File: src/rtl/ecc_point_seq.sv
// Affine elliptic-curve point sequencer: runs a microcoded P+Q or 2P program on an external GFAU,
// one field operation at a time. Infinity cases are resolved in IDLE with no GFAU traffic.
module ecc_point_seq #(
  parameter int unsigned SIZE = 32
) (
  input  logic            i_clk,
  input  logic            i_rst,
  input  logic            start,
  input  logic            mode,
  input  logic [SIZE-1:0] x1,
  input  logic [SIZE-1:0] y1,
  input  logic [SIZE-1:0] x2,
  input  logic [SIZE-1:0] y2,
  input  logic [SIZE-1:0] a_coef,
  input  logic [SIZE-1:0] prime,
  output logic [SIZE-1:0] x3,
  output logic [SIZE-1:0] y3,
  output logic            out_inf,
  output logic            done,
  output logic            busy,
  output logic [SIZE-1:0] gf_in_0,
  output logic [SIZE-1:0] gf_in_1,
  output logic [SIZE-1:0] gf_prime,
  output logic [1:0]      gf_op,
  output logic            gf_start,
  input  logic [SIZE-1:0] gf_result,
  input  logic            gf_done
);

  typedef enum logic [1:0] {StIdle, StIssue, StWait, StFin} state_e;

  localparam int unsigned NumRegs = 12;

  localparam logic [3:0] RegX1 = 4'd0;
  localparam logic [3:0] RegY1 = 4'd1;
  localparam logic [3:0] RegX2 = 4'd2;
  localparam logic [3:0] RegY2 = 4'd3;
  localparam logic [3:0] RegA  = 4'd4;
  localparam logic [3:0] RegT0 = 4'd5;
  localparam logic [3:0] RegT1 = 4'd6;
  localparam logic [3:0] RegT2 = 4'd7;
  localparam logic [3:0] RegT3 = 4'd8;
  localparam logic [3:0] RegL  = 4'd9;
  localparam logic [3:0] RegX3 = 4'd10;
  localparam logic [3:0] RegY3 = 4'd11;

  localparam logic [1:0] OpAdd = 2'd0;
  localparam logic [1:0] OpSub = 2'd1;
  localparam logic [1:0] OpMul = 2'd2;
  localparam logic [1:0] OpDiv = 2'd3;

  typedef struct packed {
    logic [1:0] op;
    logic [3:0] src_a;
    logic [3:0] src_b;
    logic [3:0] dst;
    logic       last;
  } uop_t;

  function automatic uop_t mk(input logic [1:0] op, input logic [3:0] a, input logic [3:0] b,
                              input logic [3:0] d, input logic l);
    uop_t u;
    u.op    = op;
    u.src_a = a;
    u.src_b = b;
    u.dst   = d;
    u.last  = l;
    return u;
  endfunction

  // Index is {double_program, step}.
  function automatic uop_t rom_entry(input logic dbl, input logic [3:0] step);
    uop_t u;
    case ({dbl, step})
      5'h00:   u = mk(OpSub, RegY2, RegY1, RegT0, 1'b0);
      5'h01:   u = mk(OpSub, RegX2, RegX1, RegT1, 1'b0);
      5'h02:   u = mk(OpDiv, RegT0, RegT1, RegL,  1'b0);
      5'h03:   u = mk(OpMul, RegL,  RegL,  RegT2, 1'b0);
      5'h04:   u = mk(OpSub, RegT2, RegX1, RegT2, 1'b0);
      5'h05:   u = mk(OpSub, RegT2, RegX2, RegX3, 1'b0);
      5'h06:   u = mk(OpSub, RegX1, RegX3, RegT3, 1'b0);
      5'h07:   u = mk(OpMul, RegL,  RegT3, RegT3, 1'b0);
      5'h08:   u = mk(OpSub, RegT3, RegY1, RegY3, 1'b1);
      5'h10:   u = mk(OpMul, RegX1, RegX1, RegT0, 1'b0);
      5'h11:   u = mk(OpAdd, RegT0, RegT0, RegT1, 1'b0);
      5'h12:   u = mk(OpAdd, RegT1, RegT0, RegT1, 1'b0);
      5'h13:   u = mk(OpAdd, RegT1, RegA,  RegT1, 1'b0);
      5'h14:   u = mk(OpAdd, RegY1, RegY1, RegT2, 1'b0);
      5'h15:   u = mk(OpDiv, RegT1, RegT2, RegL,  1'b0);
      5'h16:   u = mk(OpMul, RegL,  RegL,  RegT2, 1'b0);
      5'h17:   u = mk(OpSub, RegT2, RegX1, RegT2, 1'b0);
      5'h18:   u = mk(OpSub, RegT2, RegX1, RegX3, 1'b0);
      5'h19:   u = mk(OpSub, RegX1, RegX3, RegT3, 1'b0);
      5'h1a:   u = mk(OpMul, RegL,  RegT3, RegT3, 1'b0);
      5'h1b:   u = mk(OpSub, RegT3, RegY1, RegY3, 1'b1);
      default: u = '0;
    endcase
    return u;
  endfunction

  state_e          state_q, state_d;
  logic [3:0]      step_q, step_d;
  logic            dbl_q, dbl_d;
  logic [SIZE-1:0] rf_q [NumRegs];
  logic [SIZE-1:0] rf_d [NumRegs];
  logic [SIZE-1:0] x3_q, x3_d, y3_q, y3_d, prime_q, prime_d;
  logic            inf_q, inf_d;
  uop_t            uop;

  assign uop = rom_entry(dbl_q, step_q);

  always_ff @(posedge i_clk) begin
    if (i_rst) begin
      state_q <= StIdle;
      step_q  <= '0;
      dbl_q   <= 1'b0;
      rf_q    <= '{default: '0};
      x3_q    <= '0;
      y3_q    <= '0;
      inf_q   <= 1'b0;
      prime_q <= '0;
    end else begin
      state_q <= state_d;
      step_q  <= step_d;
      dbl_q   <= dbl_d;
      rf_q    <= rf_d;
      x3_q    <= x3_d;
      y3_q    <= y3_d;
      inf_q   <= inf_d;
      prime_q <= prime_d;
    end
  end

  always_comb begin
    state_d  = state_q;
    step_d   = step_q;
    dbl_d    = dbl_q;
    rf_d     = rf_q;
    x3_d     = x3_q;
    y3_d     = y3_q;
    inf_d    = inf_q;
    prime_d  = prime_q;
    gf_start = 1'b0;
    gf_op    = '0;
    gf_in_0  = '0;
    gf_in_1  = '0;
    done     = 1'b0;
    busy     = (state_q != StIdle);

    unique case (state_q)
      StIdle: begin
        if (start) begin
          rf_d[RegX1] = x1;
          rf_d[RegY1] = y1;
          rf_d[RegX2] = x2;
          rf_d[RegY2] = y2;
          rf_d[RegA]  = a_coef;
          prime_d     = prime;
          step_d      = '0;
          if (mode ? (y1 == '0) : (x1 == x2 && y1 != y2)) begin
            inf_d   = 1'b1;
            x3_d    = '0;
            y3_d    = '0;
            state_d = StFin;
          end else begin
            // mode 0 reaching here with x1 == x2 means P == Q.
            dbl_d   = mode | (x1 == x2);
            state_d = StIssue;
          end
        end
      end
      StIssue: begin
        gf_start = 1'b1;
        gf_op    = uop.op;
        gf_in_0  = rf_q[uop.src_a];
        gf_in_1  = rf_q[uop.src_b];
        state_d  = StWait;
      end
      StWait: begin
        gf_op   = uop.op;
        gf_in_0 = rf_q[uop.src_a];
        gf_in_1 = rf_q[uop.src_b];
        if (gf_done) begin
          rf_d[uop.dst] = gf_result;
          if (uop.last) begin
            // Both programs end by writing Y3; X3 was written several steps earlier.
            x3_d    = rf_q[RegX3];
            y3_d    = gf_result;
            inf_d   = 1'b0;
            state_d = StFin;
          end else begin
            step_d  = step_q + 4'd1;
            state_d = StIssue;
          end
        end
      end
      StFin: begin
        done    = 1'b1;
        state_d = StIdle;
      end
      default: state_d = StIdle;
    endcase
  end

  assign x3       = x3_q;
  assign y3       = y3_q;
  assign out_inf  = inf_q;
  assign gf_prime = prime_q;

endmodule

File: config.mk
export PLATFORM = sky130hd
export DESIGN_NAME = ecc_point_seq
export DESIGN_NICKNAME = d
export VERILOG_FILES = /design/src/rtl/ecc_point_seq.sv
export SDC_FILE = /design/constraint.sdc
export NUM_CORES = 2
export LEC_CHECK = 0
export ABC_AREA = 1
export CELL_PAD_IN_SITES_DETAIL_PLACEMENT = 1
export CELL_PAD_IN_SITES_GLOBAL_PLACEMENT = 2
export CORE_UTILIZATION = 32
export DETAILED_ROUTE_END_ITERATION = 8
export PLACE_DENSITY = 0.95
export SETUP_SLACK_MARGIN = 0.3
export SYNTH_ARGS = -nofsm -noshare
export SYNTH_HDL_FRONTEND = slang
export SYNTH_SLANG_ARGS = --single-unit
File: constraint.sdc
create_clock -name i_clk -period 4.2 [get_ports i_clk]
set_input_delay 1.05 -clock i_clk [delete_from_list [all_inputs] [get_ports i_clk]]
set_output_delay 1.05 -clock i_clk [all_outputs]
set_load 0.1 [all_outputs]
==> impl_metrics.env <==
export IMPL_p_clk_share_pct=18.4
export IMPL_clockBufferDepth=3
export IMPL_dp_cells=5814
export IMPL_yosysMostFrequentCell="nand2_1"
export IMPL_setup_slack_ps=-182
export IMPL_route_vias_total=35114
export IMPL_power_leakage_uw=0.0154
export IMPL_arrival_ps=3330
export IMPL_antenna_found_initial=11
export IMPL_ys_seq_elements=488
export IMPL_synth_cell_types=35
export IMPL_finalCriticalPeriod_ps=4380
export IMPL_slew_viol_final=0
export IMPL_start_util_pct=32.5
export IMPL_synth_top_area_cell="dfxtp_1"
export IMPL_die_w_um=297
export IMPL_synth_common_cells="nand2_1, nor2_1, dfxtp_1, nand3_1, o21ai_0"
export IMPL_syn2layout_area_growth_pct=41.9
export IMPL_overflow=0
export IMPL_die_area_um2=88200
export IMPL_dp_slack_ps=80.9
export IMPL_fin_tns_setup_ps=-5970
export IMPL_detail_route_vias_per_cell=5.83
export IMPL_hold_class="flip-flop to flip-flop"
export IMPL_rsz0062_at_grt="true"
export IMPL_dr_first_iter_drc_count=4073
export IMPL_outcome="complete, but fails checks"
export IMPL_synth_nets=4744
export IMPL_ir_drop_mv=0.598
export IMPL_io_pins=395
export IMPL_finalHoldViolCount=0
export IMPL_drt_wl_total_um=162000
export IMPL_seqPwrFrac_pct=19.9
export IMPL_ys_seq_area_share_pct=35.1
export IMPL_hold_slack_ps=479
export IMPL_clockRootBuffer="clkbuf_16"
export IMPL_critPathMaxFanout=8
export IMPL_p_int_uw=14900
export IMPL_cts_tree="built"
export IMPL_powerDensity_nw_per_um2=796
export IMPL_crit_path_end_kind="output pin"
export IMPL_total_power_uw=31500
export IMPL_synth_flop_cell="dfxtp_1"
export IMPL_hold_buffers=0
export IMPL_nets=5071
export IMPL_nFillCells=10736
export IMPL_power_frac_comb_pct=61.7
export IMPL_synthArstFlopShare_pct=0
export IMPL_wl_per_cell_um=26.9
export IMPL_grt_pass1_vias=34011
export IMPL_htreeDepth=2
export IMPL_ant_nets=0
export IMPL_swShare_pct=52.6
export IMPL_max_freq_mhz=228
export IMPL_tightest_slew_ps=1060
export IMPL_yosys_warnings=0
export IMPL_rows=107
export IMPL_place_hpwl_um=109000
export IMPL_slew_headroom_pct=29.4
export IMPL_worstSetupStartpointType="flip-flop"
export IMPL_crit_required_ps=3150
export IMPL_grt_max_degree=115
export IMPL_clk_pin_slew_ps=60
export IMPL_drc=0
export IMPL_coreArea_um2=85700
export IMPL_avgSynthCellArea_um2=6.19
export IMPL_violations="setup timing"
export IMPL_synth_edf_count=0
export IMPL_synth_area_um2=27900
export IMPL_switchingPower_uw=16500
export IMPL_dr_pass1_iters=5
export IMPL_setup_violations_final=64
export IMPL_die_h_um=297
export IMPL_numPortBuffers=394
export IMPL_grt_use_total_pct=34.9
export IMPL_fin_crit_sh_pct=104
export IMPL_cts_sinks=488
export IMPL_synth_cells=4502
export IMPL_clock_latency_ps=660
export IMPL_synthTopCellsByArea="dfxtp_1, nand2_1, nor2_1"
export IMPL_grt_pass1_wl_um=232000
export IMPL_final_cells=6026
export IMPL_synth_top_area_share_pct=35.1
export IMPL_tritoncts_num_buffers=60
export IMPL_skew_ps=35.6
export IMPL_drive_gt1_share_pct=14.6
export IMPL_path_class="flip-flop to output pin"
export IMPL_place_congestion=0.974
export IMPL_max_cap_viol_count=0
## cell families (layout without fill, tap and decap cells)
family          Yosys count  in the layout  synth area share, %
compound gates          946            946                 19.1
xor+xnor                 29             29                0.912
fa+ha+maj                13             13                0.584
buf+inv                 624            999                 9.06
flops                   488            488                 35.1
other cells               0              4                    0
simple gates           2402           2403                 35.3
## registers in the layout (all words and copies together), names as in the netlist
signal    count
out_inf       1
gf_prime     32
state_q       2
dbl_q         1
rf_q        384
y3           32
step_q        4
x3           32
## layout make-up
cell class / instances / area (um2) / area share [%]
timing repair buffer: 632 / 8040 / 20.3
tap: 1144 / 1430 / 3.62
antenna: 4 / 10.0 / 0.0253
multi-input combinational: 3391 / 17100 / 43.3
inverter: 256 / 1010 / 2.55
sequential: 488 / 9780 / 24.7
clock buffer: 85 / 1760 / 4.44
clock inverter: 26 / 399 / 1.01
## layout by cell type (no fill, tap or decap), drive strengths merged, types with 6 or more instances in the layout
cell type      instances
a211oi                25
a21oi                237
a31oi                 37
buf                  288
bufinv                10
clkbuf               102
clkdlybuf4s50        325
clkinv                13
dfxtp                488
ha                    13
inv                  256
nand2               1036
nand3                485
nand4                 22
nor2                 774
nor3                  80
o211ai               175
o21ai                469
xnor2                 23
xor2                   6
## final timing paths
check	to	from	slack [ps]	cells past startpoint
max	gf_in_0[8]	step_q[0]	-180	15
min	gf_prime[5]	gf_prime[5]	480	2
max reg2reg	rf_q[364]	step_q[0]	1130	15
min reg2reg	gf_prime[5]	gf_prime[5]	480	2
## stage by stage
step	area, um2	utilization (%)
CTS	38600	45.1
floorplan	28300	-
finish	39500	46.1
detailed placement	34400	40.1
global route	39500	46.1
global placement	34400	40.1
## routing by layer
metal / part of all wire (%) / vias to the layer above / GRT usage (%) / wire length, um
met4: 7.4 / 2 / 22.0 / 12000
met3: 10 / 475 / 7.19 / 16400
met1: 40 / 17027 / 44.6 / 64200
met2: 43 / 2048 / 53.4 / 69700
met5: 0.011 / - / 0 / 18
li1: - / 15562 / - / -
## worst max-delay path: stages, from the launching register on
cell	delay (ps)
dfxtp_4	370
buf_6	140
ha_4	170
a21oi_4	140
o21ai_2	70
nand2_2	80
nand2_4	90
buf_12	170
inv_16	130
buf_8	130
buf_4	110
nand2_1	40
nand3_1	70
nand3_1	390
a31oi_4	320
buf_12	200
## power by group through the flow
stage,Clock [uW],Combinational [uW],Sequential [uW]
floorplan,0,8840,7550
global placement,0,16200,6290
detailed placement,0,16400,6310
CTS,5830,18000,6230
global route,6020,20000,6330
finish,5780,19400,6270
## what timing repair did
| item | CTS | global route |
|---|---|---|
| setup endpoints to repair | 64 | 65 |
| cloned | 27 | 17 |
| hold endpoints to repair | 0 | 0 |
| gates resized for setup | 284 | 99 |
| pin swaps | 101 | 88 |
| setup buffers | 36 | 17 |
Power figures use the tool's default switching activity.
